**src/rtl/frame_sequencer.sv**
```systemverilog
// APU frame counter: divides CPU ticks into quarter/half-frame strobes for the
// envelope and length units, in 4-step or 5-step mode, and raises the frame IRQ.
module frame_sequencer #(
  parameter int                 CNT_W = 16,
  parameter logic [CNT_W-1:0]   STEP1 = CNT_W'(7457),
  parameter logic [CNT_W-1:0]   STEP2 = CNT_W'(14913),
  parameter logic [CNT_W-1:0]   STEP3 = CNT_W'(22371),
  parameter logic [CNT_W-1:0]   STEP4 = CNT_W'(29829),
  parameter logic [CNT_W-1:0]   STEP5 = CNT_W'(37281)
) (
  input  logic       clk,
  input  logic       rst_n,
  input  logic       tick,
  input  logic [7:0] reg_4017,
  input  logic       wr_4017,
  input  logic       irq_ack,
  output logic       enable_240hz,
  output logic       enable_120hz,
  output logic       frame_irq,
  output logic [2:0] frame_step
);

  typedef enum logic [2:0] {
    S0 = 3'd0,
    S1 = 3'd1,
    S2 = 3'd2,
    S3 = 3'd3,
    S4 = 3'd4
  } step_t;

  logic [CNT_W-1:0] r_count;
  step_t            r_step;
  logic             r_mode;
  logic             r_inhibit;
  logic             r_q;
  logic             r_h;
  logic             r_irq;

  logic [CNT_W-1:0] w_count_nxt;
  step_t            w_step_nxt;
  logic             w_mode_nxt;
  logic             w_inhibit_nxt;
  logic             w_q;
  logic             w_h;
  logic             w_irq_set;
  logic             w_irq_nxt;

  // Next-state and strobe decode; a $4017 write outranks any tick in the same clk
  always_comb begin
    w_count_nxt   = r_count;
    w_step_nxt    = r_step;
    w_mode_nxt    = r_mode;
    w_inhibit_nxt = r_inhibit;
    w_q           = 1'b0;
    w_h           = 1'b0;
    w_irq_set     = 1'b0;
    if (wr_4017) begin
      w_mode_nxt    = reg_4017[7];
      w_inhibit_nxt = reg_4017[6];
      w_count_nxt   = {CNT_W{1'b0}};
      w_step_nxt    = S0;
      w_q           = reg_4017[7];
      w_h           = reg_4017[7];
    end else if (tick) begin
      w_count_nxt = r_count + CNT_W'(1);
      case (r_step)
        S0: begin
          if (r_count == STEP1) begin
            w_q        = 1'b1;
            w_step_nxt = S1;
          end else begin
            w_step_nxt = S0;
          end
        end
        S1: begin
          if (r_count == STEP2) begin
            w_q        = 1'b1;
            w_h        = 1'b1;
            w_step_nxt = S2;
          end else begin
            w_step_nxt = S1;
          end
        end
        S2: begin
          if (r_count == STEP3) begin
            w_q        = 1'b1;
            w_step_nxt = S3;
          end else begin
            w_step_nxt = S2;
          end
        end
        S3: begin
          if (r_count == STEP4) begin
            if (!r_mode) begin
              w_q         = 1'b1;
              w_h         = 1'b1;
              w_irq_set   = ~r_inhibit;
              w_count_nxt = {CNT_W{1'b0}};
              w_step_nxt  = S0;
            end else begin
              w_step_nxt  = S4;
            end
          end else begin
            w_step_nxt = S3;
          end
        end
        S4: begin
          if (r_count == STEP5) begin
            w_q         = 1'b1;
            w_h         = 1'b1;
            w_count_nxt = {CNT_W{1'b0}};
            w_step_nxt  = S0;
          end else begin
            w_step_nxt = S4;
          end
        end
        default: begin
          w_count_nxt = {CNT_W{1'b0}};
          w_step_nxt  = S0;
        end
      endcase
    end else begin
      w_count_nxt = r_count;
      w_step_nxt  = r_step;
    end
  end

  // IRQ flag: a set in the same clk as an acknowledge wins
  always_comb begin
    w_irq_nxt = r_irq;
    if (w_irq_set) begin
      w_irq_nxt = 1'b1;
    end else if (irq_ack || (wr_4017 && reg_4017[6])) begin
      w_irq_nxt = 1'b0;
    end else begin
      w_irq_nxt = r_irq;
    end
  end

  // State and registered outputs
  always_ff @(posedge clk or negedge rst_n) begin
    if (!rst_n) begin
      r_count   <= {CNT_W{1'b0}};
      r_step    <= S0;
      r_mode    <= 1'b0;
      r_inhibit <= 1'b0;
      r_q       <= 1'b0;
      r_h       <= 1'b0;
      r_irq     <= 1'b0;
    end else begin
      r_count   <= w_count_nxt;
      r_step    <= w_step_nxt;
      r_mode    <= w_mode_nxt;
      r_inhibit <= w_inhibit_nxt;
      r_q       <= w_q;
      r_h       <= w_h;
      r_irq     <= w_irq_nxt;
    end
  end

  assign enable_240hz = r_q;
  assign enable_120hz = r_h;
  assign frame_irq    = r_irq;
  assign frame_step   = r_step;

endmodule

```
**config.mk**
```make
export PLATFORM = sky130hd
export DESIGN_NAME = frame_sequencer
export DESIGN_NICKNAME = d
export VERILOG_FILES = /design/src/rtl/frame_sequencer.sv
export SDC_FILE = /design/constraint.sdc
export NUM_CORES = 1
export LEC_CHECK = 0
export CORE_UTILIZATION = 59
export DETAILED_ROUTE_END_ITERATION = 8
export PLACE_DENSITY = 0.84
export RECOVER_POWER = 100
export SYNTH_ARGS = -nofsm -noshare
export SYNTH_HDL_FRONTEND = slang
export SYNTH_SLANG_ARGS = --single-unit
```
**constraint.sdc**
```tcl
create_clock -name clk -period 4.92 [get_ports clk]
set_clock_uncertainty 0.15 [all_clocks]
set_input_delay 0.492 -clock clk [delete_from_list [all_inputs] [get_ports clk]]
set_output_delay 0.492 -clock clk [all_outputs]
set_load 0.05 [all_outputs]
```
==> impl_metrics.tcl, run 1 <==
set metrics [dict create \
    p_per_area_nw_per_um2 225 \
    vias 1434 \
    startpoint "r_count[1]" \
    ys_warn_count 0 \
    crit_required_ns 4.96 \
    diodes 0 \
    ys_ff_latch 24 \
    cts_setup_buffers 0 \
    antenna_found_initial 0 \
    stdcell_count 217 \
    cp_max_fo 13 \
    via_per_inst 6.61 \
    first_global_vias 1222 \
    slew_violations 0 \
    worst_slew_pin_slew_ns 1.43 \
    yosys.area.top_type_share_pct 38.2 \
    io_pins 19 \
    reg2reg_from "r_count[1]" \
    fin_hold_ws_ns 0.381 \
    finalCritPeriodShare_pct 68.1 \
    worstPathArrival_ns 3.39 \
    die_h_um 53.6 \
    ys_top_cells_by_area "dfrtp_1 38%, o21ai_0 9.9%, nand2_1 3.6%" \
    start_util_pct 62.9 \
    worst_hold_startpoint "r_inhibit" \
    cp-start-kind "flip-flop" \
    mostFrequentLayoutCells "34 x o21ai_0, 24 x dfrtp_1, 15 x nand2_1" \
    cts_buffers 3 \
    cts_buffer_depth 2 \
    p_leak_nw 0.674 \
    synth_edf_count 0 \
    overflow 0 \
    drv_cap 0 \
    synthFlopType "dfrtp_1" \
    critPathKind "reg -> reg" \
    clock-sinks 24 \
    status "completed" \
    htree_levels 1 \
    synth_area_um2 1570 \
    synth_nets 194 \
    cts_root_buf "clkbuf_4" \
    ant_nets 0 \
    end_kind "flip-flop" \
    synth.avg_cell_area_um2 8.78 \
    syn_inst 179 \
    min_path_cells 1 \
    grt_max_degree 25 \
    coreArea_um2 2500 \
    io_buffers 12 \
    max_clock_freq_mhz 298 \
    syn2layout_area_growth_pct 7.96 \
    dieWidth_um 53.6 \
    cts_hold_buffers 0 \
    rows 18 \
    dpl.hpwl_mm 2.61 \
    rsz0062_at_grt "no" \
    nets 203 \
    die-area_um2 2870 \
    hold_path.class "reg -> reg" \
    clk_pin_slew_ns 0.14 \
    gr-usage-all-layers_pct 28.6 \
    drc 0 \
    fin_setup_tns_ns 0 \
    slew_headroom_pct 4.10 \
    synth-async-reset-ratio_pct 100 \
    seq_area_frac_synth_pct 38.2 \
    ctsResizeCount 0 \
    setup_viol 0 \
    insertion_delay_ns 0.32 \
    min_period_ns 3.35 \
    peakVddDrop_mv 0.371 \
    cts_tree "done" \
    yosysTopAreaCell "dfrtp_1" \
    rr_worst_depth 7 \
    grt_pass1_wl_mm 5.87 \
    drive_gt1_share_pct 4.81 \
    synth_cell_types 47 \
    drtPass1Iterations 4 \
    totalWireLength_mm 3.65 \
    wl_per_cell_um 16.8 \
    dpl.cell_count 213 \
    finalHoldViolCount 0 \
    final_common_cell "o21ai_0" \
    gp_congestion 0.912 \
    drtIter0Drc 60 \
]
## cell usage after synthesis (all sizes together) (2+ instances only)
cell	count
a21boi	2
a21oi	5
and2	4
and3	3
and3b	2
and4	2
buf	6
clkbuf	4
dfrtp	24
ha	2
inv	3
nand2	15
nand2b	2
nand3	5
nand3b	2
nand4	8
nand4b	3
nor2	13
nor2b	2
nor3	6
nor3b	3
nor4	4
nor4bb	2
o21ai	34
o22ai	5
o2bb2ai	3
or4	2
or4bb	2
## registers in the layout (all words and copies together) (netlist names)
signal / count
r_count: 16
frame_step: 3
enable_120hz: 1
enable_240hz: 1
frame_irq: 1
r_inhibit: 1
r_mode: 1
## worst max-delay path: stages, from the launching register on
cell and delay (ns):
dfrtp_1 0.44, inv_1 0.07, ha_1 0.15, or4b_1 0.51, nor4_1 0.50, a21boi_0 0.58, nor3_4 0.63, o21ai_0 0.18
## report_power, final
group	total [mW]	internal, mW	switching [mW]
clock network	0.144	0.0825	0.0620
logic	0.0323	0.0116	0.0207
registers	0.204	0.201	0.00323
total	0.381	0.295	0.0859
## final timing paths
path	endpoint	slack, ns
worst max-delay path	r_count[6]	1.57
worst min-delay path	r_inhibit	0.38
worst max register to register	r_count[6]	1.57
worst min register to register	r_inhibit	0.38
max in group asynchronous	r_count[15]	3.33
min in group asynchronous	r_count[5]	0.65
## stage by stage
stage / total power, mW / util, % / area, um2 / worst slack (ns)
floorplan: 0.229 / - / 1570 / 2.68
global placement: 0.242 / 67.7 / 1690 / 2.18
detailed placement: 0.244 / 67.7 / 1690 / 2.06
CTS: 0.389 / 69.8 / 1750 / 2.02
global route: 0.396 / 67.9 / 1700 / 1.26
finish: 0.381 / 67.9 / 1700 / 1.57
## final cells by class
| type | count | area (um2) |
|---|---|---|
| multi-input cells | 142 | 860 |
| clock inverters | 1 | 30.0 |
| repair buffers | 14 | 135 |
| well taps | 30 | 37.5 |
| inverters | 3 | 11.3 |
| clock buffers | 3 | 22.5 |
| flip-flops and latches | 24 | 601 |
| fillers | 205 | 803 |
## layer usage
metal  GRT usage [%]  part of all wire (%)
met1            40.5                    45
met2            46.0                    49
met3            5.08                   5.5
met4            5.26                  0.74
met5               0                     0
## cells by family after synthesis
| group | count (synthesis) | synth area share, % |
|---|---|---|
| compound gates | 55 | 21.7 |
| fa+ha+maj | 2 | 1.59 |
| buf+inv | 13 | 3.98 |
| flops | 24 | 38.2 |
| mux | 1 | 0.717 |
| simple gates | 84 | 33.8 |
No activity file was read; power rests on OpenSTA's default activity.
==> run 2: changes to the inputs <==
--- a/config.mk
+++ b/config.mk
@@ -5,9 +5,9 @@
 export SDC_FILE = /design/constraint.sdc
 export NUM_CORES = 1
 export LEC_CHECK = 0
-export CORE_UTILIZATION = 59
+export CORE_UTILIZATION = 55
 export DETAILED_ROUTE_END_ITERATION = 8
-export PLACE_DENSITY = 0.84
+export PLACE_DENSITY = 0.79
 export RECOVER_POWER = 100
 export SYNTH_ARGS = -nofsm -noshare
 export SYNTH_HDL_FRONTEND = slang
==> constraint.sdc (replaced) <==
create_clock -name clk -period 3.28 [get_ports clk]
set_clock_uncertainty 0.15 [all_clocks]
set_input_delay 0.328 -clock clk [delete_from_list [all_inputs] [get_ports clk]]
set_output_delay 0.328 -clock clk [all_outputs]
set_load 0.05 [all_outputs]
==> impl_metrics.tcl, run 2 (synthesis results as in run 1) <==
set metrics [dict create \
    io_buffers 12 \
    clock-sinks 24 \
    worst_hold_startpoint "r_inhibit" \
    htree_levels 1 \
    p_per_area_nw_per_um2 327 \
    setup_viol 0 \
    largest_reg_flops 16 \
    dpl.cell_count 216 \
    rows 19 \
    insertion_delay_ns 0.32 \
    power_switching_uw 127 \
    syn2layout_area_growth_pct 11.0 \
    slew_headroom_pct 28.5 \
    peakVddDrop_mv 0.270 \
    stdcell_count 220 \
    comb_power_share_pct 9.0 \
    clk_pin_slew_ns 0.13 \
    grt_max_degree 25 \
    crit_required_ns 3.33 \
    max_clock_freq_mhz 361 \
    p_leak_nw 0.700 \
    dp_slack_ns 0.551 \
    p_int_uw 444 \
    status "completed" \
    grt_pass1_wl_mm 6.07 \
    p_total_uw 570 \
    mostFrequentLayoutCells "33 x o21ai_0, 24 x dfrtp_1, 15 x nand2_1" \
    start_util_pct 57.5 \
    cts_root_buf "clkbuf_4" \
    r2r-end "r_count[7]" \
    diodes 0 \
    nets 205 \
    die-area_um2 3080 \
    cts_tree "done" \
    ff2ff_setup_slack_ns 0.51 \
    totalWireLength_mm 3.39 \
    fin_hold_ws_ns 0.373 \
    min_path_cells 1 \
    critPathKind "reg -> reg" \
    holdPathEnd "r_inhibit" \
    overflow 0 \
    final_common_cell "o21ai_0" \
    reg2reg_from "r_count[1]" \
    rr_worst_depth 8 \
    drtIter0Drc 64 \
    ctsResizeCount 0 \
    setup_slack_ns 0.508 \
    drc 0 \
    finalCritPeriodShare_pct 84.5 \
    cts_buffer_depth 2 \
    path_cells "inv_1, ha_1, or4b_1, nor4_4, a21boi_2, clkbuf_1, or2_2, o2bb2ai_1" \
    final_area_um2 1740 \
    end_kind "flip-flop" \
    crit_slowest_cell "or4b_1" \
    antenna_found_initial 0 \
    cts_hold_buffers 0 \
    cp_slowest_stage_delay_ns 0.55 \
    gp_congestion 0.910 \
    switching_share_pct 22.2 \
    finalHoldViolCount 0 \
    pwr-share-clk_pct 37.4 \
    dieWidth_um 55.5 \
    cp-start-kind "flip-flop" \
    drv_cap 0 \
    die_h_um 55.5 \
    vias 1449 \
    rsz0062_at_grt "no" \
    dpl-instance-area_um2 1710 \
    worstPathArrival_ns 2.82 \
    first_global_vias 1289 \
    ant_nets 0 \
    multiInputGateArea_um2 895 \
    cts_buffers 3 \
    slew_violations 0 \
    fin_setup_tns_ns 0 \
    nFillCells 209 \
    fin_util_pct 63.8 \
    dpl.hpwl_mm 2.56 \
    p_seq_share_pct 53.6 \
    wl_per_cell_um 15.4 \
    via_per_inst 6.59 \
    coreArea_um2 2730 \
    min_period_ns 2.77 \
    drtPass1Iterations 4 \
    gr-usage-all-layers_pct 24.6 \
    cts_setup_buffers 0 \
    regArea_um2 601 \
    cp_max_fo 9 \
    drive_gt1_share_pct 7.94 \
    regMostFlops "r_count" \
    worst_slew_pin_slew_ns 1.07 \
    io_pins 19 \
    hold_path.class "reg -> reg" \
]
run 2: cell type report:
type / count / area share (%)
Tap cell: 31 / 2.22
Clock buffer: 3 / 1.29
Clock inverter: 1 / 1.72
Multi-Input combinational cell: 142 / 51.3
Sequential cell: 24 / 34.4
Timing Repair Buffer: 16 / 8.39
Inverter: 3 / 0.646
run 2: how the worst max path moves through the flow:
stage	startpoint	to	slack, ns	cells past startpoint
2_1_floorplan	r_count[1]	r_count[13]	1.04	8
3_3_place_gp	r_count[1]	r_count[10]	0.62	7
3_5_place_dp	r_count[1]	r_count[12]	0.55	7
4_1_cts	r_count[1]	r_count[10]	0.53	7
5_1_grt	r_count[1]	r_count[15]	0.35	7
6_report	r_count[1]	r_count[7]	0.51	8
run 2: worst max-delay path, delay by kind of cell, from the launching register on:
kind	cells	cell delay, ns
buf+inv	2	0.31
simple gates	3	1.30
compound gates	2	0.30
flops	1	0.44
fa+ha+maj	1	0.16
run 2: layer usage:
layer	vias up	track usage [%]	routed length [um]
met1	693	36.9	1570
met2	48	36.8	1610
li1	701	-	-
met3	7	2.34	142
met4	0	9.64	62
met5	-	0	0
run 2: power groups by stage:
stage	Clock, mW	Sequential, mW	Combinational [mW]
after detailed placement	0	0.312	0.0546
after global routing	0.232	0.307	0.0580
final	0.213	0.306	0.0513
after global placement	0	0.311	0.0538
after floorplan	0	0.315	0.0283
after CTS	0.219	0.306	0.0549
